==> config.mk <==
export PLATFORM = sky130hd
export DESIGN_NAME = program_loader
export DESIGN_NICKNAME = d
export VERILOG_FILES = /design/src/rtl/program_loader.sv
export SDC_FILE = /design/constraint.sdc
export NUM_CORES = 1
export LEC_CHECK = 0
export ABC_AREA = 1
export BUFFER_PORTS_ARGS = -buffer_cell sky130_fd_sc_hd__buf_2
export CAP_MARGIN = 20
export CORE_MARGIN = 3
export CORE_UTILIZATION = 24
export CTS_BUF_LIST = sky130_fd_sc_hd__clkbuf_4
export DETAILED_ROUTE_END_ITERATION = 10
export PLACE_DENSITY = 0.48
export SYNTH_ARGS = -nofsm -noshare
export SYNTH_HDL_FRONTEND = slang
export SYNTH_SLANG_ARGS = --single-unit
==> constraint.sdc <==
create_clock -name Clk -period 2.3 [get_ports Clk]
set_input_delay 0.46 -clock Clk [delete_from_list [all_inputs] [get_ports Clk]]
set_output_delay 0.46 -clock Clk [all_outputs]
set_load 0.05 [all_outputs]
==> src/rtl/program_loader.sv <==
// Streams a program into the 32 x 16-bit instruction memory and holds the processor in reset until the last word commits.
// Optional read-back verification of the loaded image is enabled by defining LOADER_VERIFY_EN.
module program_loader #(
    parameter int DATA_W = 16,
    parameter int ADDR_W = 5,
    parameter int DEPTH  = 32
) (
    input  logic              Clk,
    input  logic              Reset_n,
    input  logic              Start,
    input  logic [ADDR_W:0]   Count,
    input  logic              In_Valid,
    input  logic [DATA_W-1:0] In_Data,
    output logic              In_Ready,
    output logic [ADDR_W-1:0] Mem_Addr,
    output logic [DATA_W-1:0] Mem_Data,
    output logic              Mem_WrEn,
    input  logic [DATA_W-1:0] Mem_RdData,
    output logic              Proc_Reset,
    output logic              Busy,
    output logic              Done,
    output logic              Error,
    output logic [DATA_W-1:0] Checksum,
    output logic [2:0]        StateO
);

    typedef enum logic [2:0] {
        IDLE   = 3'd0,
        LOAD   = 3'd1,
        DRAIN  = 3'd2,
        VERIFY = 3'd3,
        DONE   = 3'd4
    } state_t;

    state_t state, next_state;

    logic [ADDR_W:0] count_q;
    logic [ADDR_W:0] word_cnt;
    logic            handshake;
    logic            count_ok;
    logic            last_word;
    logic            start_load;
    logic            start_bad;

    assign In_Ready  = (state == LOAD);
    assign Busy      = (state == LOAD) || (state == DRAIN) || (state == VERIFY);
    assign StateO    = state;
    assign handshake = In_Valid && In_Ready;
    assign count_ok  = (Count != '0) && (Count <= (ADDR_W+1)'(DEPTH));
    assign last_word = (word_cnt == count_q - 1'b1);

`ifdef LOADER_VERIFY_EN
    logic [DATA_W-1:0] rd_sum;
    logic              verify_last;
    logic              verify_ok;

    // The last VERIFY cycle sees the read data of address Count-1 directly on Mem_RdData.
    assign verify_last = (word_cnt == count_q);
    assign verify_ok   = ((rd_sum + Mem_RdData) == Checksum);
`else
    logic unused_rd_data;
    assign unused_rd_data = ^Mem_RdData;
`endif

    always_comb begin
        next_state = state;
        start_load = 1'b0;
        start_bad  = 1'b0;
        case (state)
            IDLE, DONE: begin
                if (Start) begin
                    if (count_ok) begin
                        next_state = LOAD;
                        start_load = 1'b1;
                    end else begin
                        start_bad = 1'b1;
                    end
                end
            end
            LOAD: begin
                if (handshake && last_word) next_state = DRAIN;
            end
            DRAIN: begin
`ifdef LOADER_VERIFY_EN
                next_state = VERIFY;
`else
                next_state = DONE;
`endif
            end
            VERIFY: begin
`ifdef LOADER_VERIFY_EN
                if (verify_last) next_state = verify_ok ? DONE : IDLE;
`else
                next_state = IDLE;
`endif
            end
            default: next_state = IDLE;
        endcase
    end

    // Done/Proc_Reset follow the next state so both change on the same edge as StateO.
    always_ff @(posedge Clk) begin
        if (!Reset_n) begin
            state      <= IDLE;
            count_q    <= '0;
            word_cnt   <= '0;
            Mem_Addr   <= '0;
            Mem_Data   <= '0;
            Mem_WrEn   <= 1'b0;
            Checksum   <= '0;
            Error      <= 1'b0;
            Done       <= 1'b0;
            Proc_Reset <= 1'b1;
`ifdef LOADER_VERIFY_EN
            rd_sum     <= '0;
`endif
        end else begin
            state      <= next_state;
            Mem_WrEn   <= 1'b0;
            Done       <= (next_state == DONE);
            Proc_Reset <= (next_state != DONE);

            if (start_load) begin
                count_q  <= Count;
                word_cnt <= '0;
                Checksum <= '0;
                Error    <= 1'b0;
            end
            if (start_bad) Error <= 1'b1;

            if (handshake) begin
                Mem_WrEn <= 1'b1;
                Mem_Addr <= word_cnt[ADDR_W-1:0];
                Mem_Data <= In_Data;
                Checksum <= Checksum + In_Data;
                word_cnt <= word_cnt + 1'b1;
            end

`ifdef LOADER_VERIFY_EN
            // word_cnt is reused as the VERIFY cycle index; address k is read in cycle k, summed in cycle k+1.
            if (state == DRAIN) begin
                word_cnt <= '0;
                rd_sum   <= '0;
                Mem_Addr <= '0;
            end
            if (state == VERIFY) begin
                word_cnt <= word_cnt + 1'b1;
                if (word_cnt != '0) rd_sum <= rd_sum + Mem_RdData;
                if ((word_cnt + 1'b1) < count_q) Mem_Addr <= word_cnt[ADDR_W-1:0] + 1'b1;
                if (verify_last && !verify_ok) Error <= 1'b1;
            end
`endif
        end
    end

endmodule
==> results of run 1 <==
[cells by family after synthesis]
| kind of cell | Yosys count | synth area share |
|---|---|---|
| AOI/OAI and AO/OA | 93 | 0.1635 |
| xor gates and xnor gates | 3 | 0.008217 |
| adders and majority gates | 18 | 0.07277 |
| buffers and inverters | 60 | 0.08372 |
| DFF | 56 | 0.3505 |
| and+or+nand+nor | 234 | 0.3212 |
[final cells by class]
class                   count  area, um^2
flip-flops and latches     56        1121
well taps                 172       215.2
clock buffers               5       37.54
repair buffers             75       385.4
fillers                  1444        9064
multi-input cells         348        1809
inverters                  48       185.2
clock inverters             2       7.507
[routing by layer]
metal | vias to the layer above | wire (um) | track usage
li1 | 1645 | - | -
met1 | 1453 | 4256 | 0.1679
met2 | 63 | 4237 | 0.2104
met3 | 10 | 388 | 0.02378
met4 | 0 | 119 | 0.03501
met5 | - | 0 | 0
[through the flow]
step	instances	area (um^2)	power, W	util	setup WS, ps
after floorplan	464	3198	0.001429	-	290.5
after global placement	699	3716	0.001552	0.2898	191.1
after detailed placement	699	3716	0.001555	0.2898	163.4
after CTS	706	3761	0.001996	0.2933	401.3
after global routing	706	3761	0.002072	0.2933	270.8
final	706	3761	0.001956	0.2933	410.9
[cells in the final DEF, fill, tap and decap left out, types with 3 or more instances in the layout]
master,count
dfxtp_1,56
a21o_1,3
nand2_1,103
o21ai_1,3
a21oi_1,33
nand4_1,4
nand2_2,12
ha_1,17
o21ai_0,39
buf_2,71
nor2_1,70
buf_4,4
a21oi_2,10
clkbuf_4,5
nor3_1,4
nand3_1,30
inv_1,45
[registers in the layout, summed over array words and instances, names as in the netlist, 3 cells and up]
register	cells
Checksum	16
Mem_Addr	5
Mem_Data	16
StateO	3
count_q	6
word_cnt	6
[worst max-delay path by stage]
stage | to | slack (ps) | depth (start not counted)
global route | Checksum[6]$_SDFFE_PN0P_ | 270 | 9
CTS | Checksum[6]$_SDFFE_PN0P_ | 400 | 9
floorplan | Busy | 290 | 2
global placement | Checksum[6]$_SDFFE_PN0P_ | 190 | 10
finish | Checksum[6]$_SDFFE_PN0P_ | 410 | 9
detailed placement | Checksum[6]$_SDFFE_PN0P_ | 160 | 10
[tightest hold or removal path, cell delays in order]
cell    delay [ps]
buf_2           90
nor2_1          40
nor2_1          80
[where the power goes]
group	internal (W)	leakage (nW)	switching, W	total [W]
clock network	0.000108	0.0261	0.000317	0.000425
registers	0.00101	0.455	0.0000278	0.00104
logic	0.000138	1.38	0.000354	0.000492
==> out/metrics.cfg, run 1 <==
[clocking]
worstSkewPairLatency_ps=390
ctsResizeCount=0
cts.sinks=56
cts_buffer_depth=2
cts_inserted_buffers=5
cts_hold_buf=0
htree_levels=2
root_buffer=clkbuf_4
cts_tree=done
post_cts_buffers=0
clk_pin_slew_worst_paths_ps=160

[drt]
finalWirelength_mm=9.002
vias_per_cell=4.492
vias=3171
drc=0
postRouteAntennaNets=0
avgRoutedWirePerCell_um=12.75
firstDrtPassIters=4
drtIter0Drc=274

[setup_path]
path_delay_family=adder cells
critical_path_required_ps=2650
critPathCaptureType=flip-flop
critPathBufInv=0
crit_fanout=5
r2r-start=Checksum[0]$_SDFFE_PN0P_
crit_start=Checksum[0]$_SDFFE_PN0P_
crit_slowest_cell=fa_1
worst_r2r_path_depth=9
path_class=reg2reg
worstPathArrival_ps=2240
crit_chain=ha_1 -> fa_1 -> nand3_1 -> nand3_1 -> nand2_1 -> nand2_1 -> a21oi_1 -> o21ai_0 -> a21oi_2
start_kind=flip-flop
rrSetupSlack_ps=410
critPathMaxStageDelay_ps=410
r2r_end=Checksum[6]$_SDFFE_PN0P_

[yosys]
yosysMostFrequentCell=nand2_1
yosysTopAreaCell=dfxtp_1
ys_warn_count=0
synth_nets=524
synth_cell_type_count=36
synth_top_cells_by_area=dfxtp_1 35%, nand2_1 12%, nor2_1 8.2%
synthArstFlopShare=0
netlist_area_um2=3198
synth.top_cell.area_share=0.3505
synthCells=464
synth_area_per_cell_um2=6.892
ys_ff_latch=56
synth-main-ff-cell=dfxtp_1
synth_edf_count=0
ys_top_cells_by_count=103 x nand2_1, 70 x nor2_1, 56 x dfxtp_1, 45 x inv_1, 39 x o21ai_0
seq_area_frac_synth=0.3505

[layout]
drive_gt1_frac=0.2135
final_nets=594
antennaDiodeCount=0
syn_to_final_growth_pct=17.61

[global_route]
grt_pass1_vias=3025
grt_max_degree=36
grt-ovfl-total=0
antenna_found_initial=0
grt_pass1_wl_mm=15.01
grt.total_usage=0.1267

[floorplanning]
initial_core_util=0.2494
num_io_pins=88
placeableCoreArea_um2=12820
dieArea_um2=14750
die_h_um=121.4
num_rows=41
die_w_um=121.4

[sta]
worst_slew_pin_slew_ps=550.8
max_freq_mhz=529.4
slew_headroom=0.6324
grt_setup_unrepaired=false
report.final.hold_viol_count=0
finalCritPeriodShare=0.8213
setup_tns_ps=0
period_minus_slack_ps=1889
whs_ps=303.4
maxSlewViolCount=0
finalClockSkew_ps=8.684
setup_viol=0

[pwr]
p_leak_nw=1.863
ir_worst_vdd_mv=0.1261
p_per_area_nw_per_um2=520.2

[flow_run]
cap_violations=0

[run_status]
status=completed

[place]
io_buffers=71
place_congestion=0.8552
dp_hpwl_mm=6.860

[hold_path]
hp-class=in2reg
min_from=In_Data[0]
min_path_cells=3
hold_end=Mem_Data[0]$_SDFFE_PN0P_

(Power assumes the default switching activity.)
==> run 2, diff against run 1 <==
PLACE_DENSITY = 0.49   (was 0.48)
clock period = 1.71 ns   (was 2.3 ns; I/O delays follow)
==> run 2 against run 1 <==
  * Critical endpoint is now In_Ready
  * Worst hold slack lost 110 ps
  * Critical path depth shrank 5
  * Cell count grew 3.8%
  * Clock power grew 78%
  * Die area is the same
  * Largest cell class unchanged
  * Core utilization grew 3.7 points
  * Via count grew 3.0%
  * Power grew 50%
  * Cell area grew 13%
==> out/metrics.cfg, run 2 (synthesis results as in run 1) <==
[clocking]
root_buffer=clkbuf_4  ; unchanged
clk_pin_slew_worst_paths_ps=160  ; about the same
cts_buffer_depth=2  ; unchanged
cts.sinks=56  ; unchanged
cts_hold_buf=0  ; unchanged
htree_levels=2  ; unchanged
worstSkewPairLatency_ps=400  ; was 390 ps
cts_tree=done  ; unchanged
cts_inserted_buffers=5  ; unchanged

[floorplanning]
initial_core_util=0.2494  ; unchanged
dieArea_um2=14750  ; unchanged
die_h_um=121.4  ; unchanged
die_w_um=121.4  ; unchanged
num_rows=41  ; unchanged
placeableCoreArea_um2=12820  ; unchanged
num_io_pins=88  ; unchanged

[layout]
top_regs=Checksum x16, Mem_Data x16  ; unchanged
final_cell_mix=97 x nand2_1, 69 x buf_2, 67 x nor2_1, 44 x inv_1, 42 x dfxtp_1  ; was 103 x nand2_1, 71 x buf_2, 70 x nor2_1, 56 x dfxtp_1, 45 x inv_1
regArea_um2=1139  ; was 1121 um^2
antennaDiodeCount=0  ; unchanged
final_nets=620  ; was 594
fillCellCount=1409  ; was 1444
syn_to_final_growth_pct=32.47  ; was 17.61%
fin_util=0.3303  ; was 0.2933
final_common_cell=nand2_1  ; unchanged
multiInputGateArea_um2=2032  ; was 1809 um^2
drive_gt1_frac=0.3369  ; was 0.2135

[place]
dp_slack_ps=-215.8  ; was 163.4 ps
dp_hpwl_mm=7.285  ; was 6.860 mm
io_buffers=71  ; unchanged
place_congestion=0.8381  ; was 0.8552

[drt]
finalWirelength_mm=9.514  ; was 9.002 mm
drtIter0Drc=172  ; was 274
avgRoutedWirePerCell_um=12.98  ; was 12.75 um
drc=0  ; unchanged
postRouteAntennaNets=0  ; unchanged
vias_per_cell=4.457  ; was 4.492
firstDrtPassIters=4  ; unchanged
vias=3267  ; was 3171

[global_route]
grt.total_usage=0.1307  ; was 0.1267
grt_pass1_vias=3216  ; was 3025
grt_pass1_wl_mm=15.57  ; was 15.01 mm
grt_max_degree=25  ; was 36
grt-ovfl-total=0  ; unchanged
antenna_found_initial=0  ; unchanged

[setup_path]
crit_slowest_cell=dfxtp_1  ; was fa_1
crit_fanout=5  ; unchanged
crit_chain=inv_2 -> nand3_2 -> inv_1 -> clkbuf_4  ; was ha_1 -> fa_1 -> nand3_1 -> nand3_1 -> nand2_1 -> nand2_1 -> a21oi_1 -> o21ai_0 -> a21oi_2
critPathMaxStageDelay_ps=390  ; was 410 ps
critPathBufInv=3  ; was 0
start_kind=flip-flop  ; unchanged
critPathCaptureType=output pin  ; was flip-flop
path_class=reg2out  ; was reg2reg
path_delay_family=buffers and inverters  ; was adder cells
worstPathArrival_ps=1280  ; was 2240 ps
critical_path_required_ps=1370  ; was 2650 ps

[sta]
finalCritPeriodShare=0.9477
finalClockSkew_ps=15.30  ; was 8.684 ps
period_minus_slack_ps=1621
setup_viol=0  ; unchanged
grt_setup_unrepaired=true  ; was false
slew_headroom=0.7520  ; was 0.6324
report.final.hold_viol_count=0  ; unchanged
fin_ws_ps=89.36  ; was 410.9 ps
maxSlewViolCount=0  ; unchanged
max_freq_mhz=617.0
worst_slew_pin_slew_ps=370.6  ; was 550.8 ps

[run_status]
status=completed  ; unchanged

[pwr]
p_per_area_nw_per_um2=691.4  ; was 520.2 nW/um^2
ir_worst_vdd_mv=0.2939  ; was 0.1261 mV
p_leak_nw=2.012  ; was 1.863 nW

[hold_path]
hp-class=in2reg  ; unchanged

[flow_run]
cap_violations=0  ; unchanged

-- run 2: cell type report --
type                            instances  share of cell area
Clock buffer                            5            0.008860
Clock inverter                          3             0.01004
Inverter                               48             0.04371
Multi-Input combinational cell        348              0.4796
Sequential cell                        56              0.2688
Tap cell                              172             0.05080
Timing Repair Buffer                  101              0.1382
-- run 2: what timing repair did --
item,in CTS,in global routing
buffers inserted,0,1
pin swaps,0,5
gates resized for setup,4,40
setup endpoints to repair,3,11
-- run 2: tightest hold or removal path: cells and delay by family --
kind	cells	cell delay (ps)
buf+inv	1	100
simple gates	2	120
-- run 2: worst paths after layout --
check	end	from	slack [ps]	cells after the start
worst min-delay path	Mem_Data[15]$_SDFFE_PN0P_	In_Data[15]	190	3
worst min register to register	Checksum[14]$_SDFFE_PN0P_	Checksum[14]$_SDFFE_PN0P_	500	2
worst max register to register	Checksum[4]$_SDFFE_PN0P_	Checksum[0]$_SDFFE_PN0P_	100	8
worst max-delay path	In_Ready	StateO[2]$_SDFF_PN0_	90	4
-- run 2: stage by stage --
step           cell area (um^2)  instances  hold WS [ps]  total power, W  TNS [ps]
2_1_floorplan              3217        464         447.9        0.001925    -103.2
3_3_place_gp               3923        724         460.8        0.002142     -1001
3_5_place_dp               3923        724         467.7        0.002149     -1092
4_1_cts                    4015        732         155.9        0.002926         0
5_1_grt                    4237        733         173.0        0.003097    -26.56
6_report                   4237        733         188.9        0.002929         0
-- run 2: power by group --
group	switching, W	internal [W]
Clock	0.000448	0.000307
Sequential	0.0000443	0.00136
Combinational	0.000509	0.000257
Total	0.00100	0.00193
-- run 2: layer usage --
metal	vias up	global-route usage	wire, um	share of wire
met1	1475	0.1698	4470	0.47
met3	16	0.02471	477	0.050
met5	-	0	0	0
li1	1699	-	-	-
met4	0	0.04342	194	0.020
met2	77	0.2173	4372	0.46
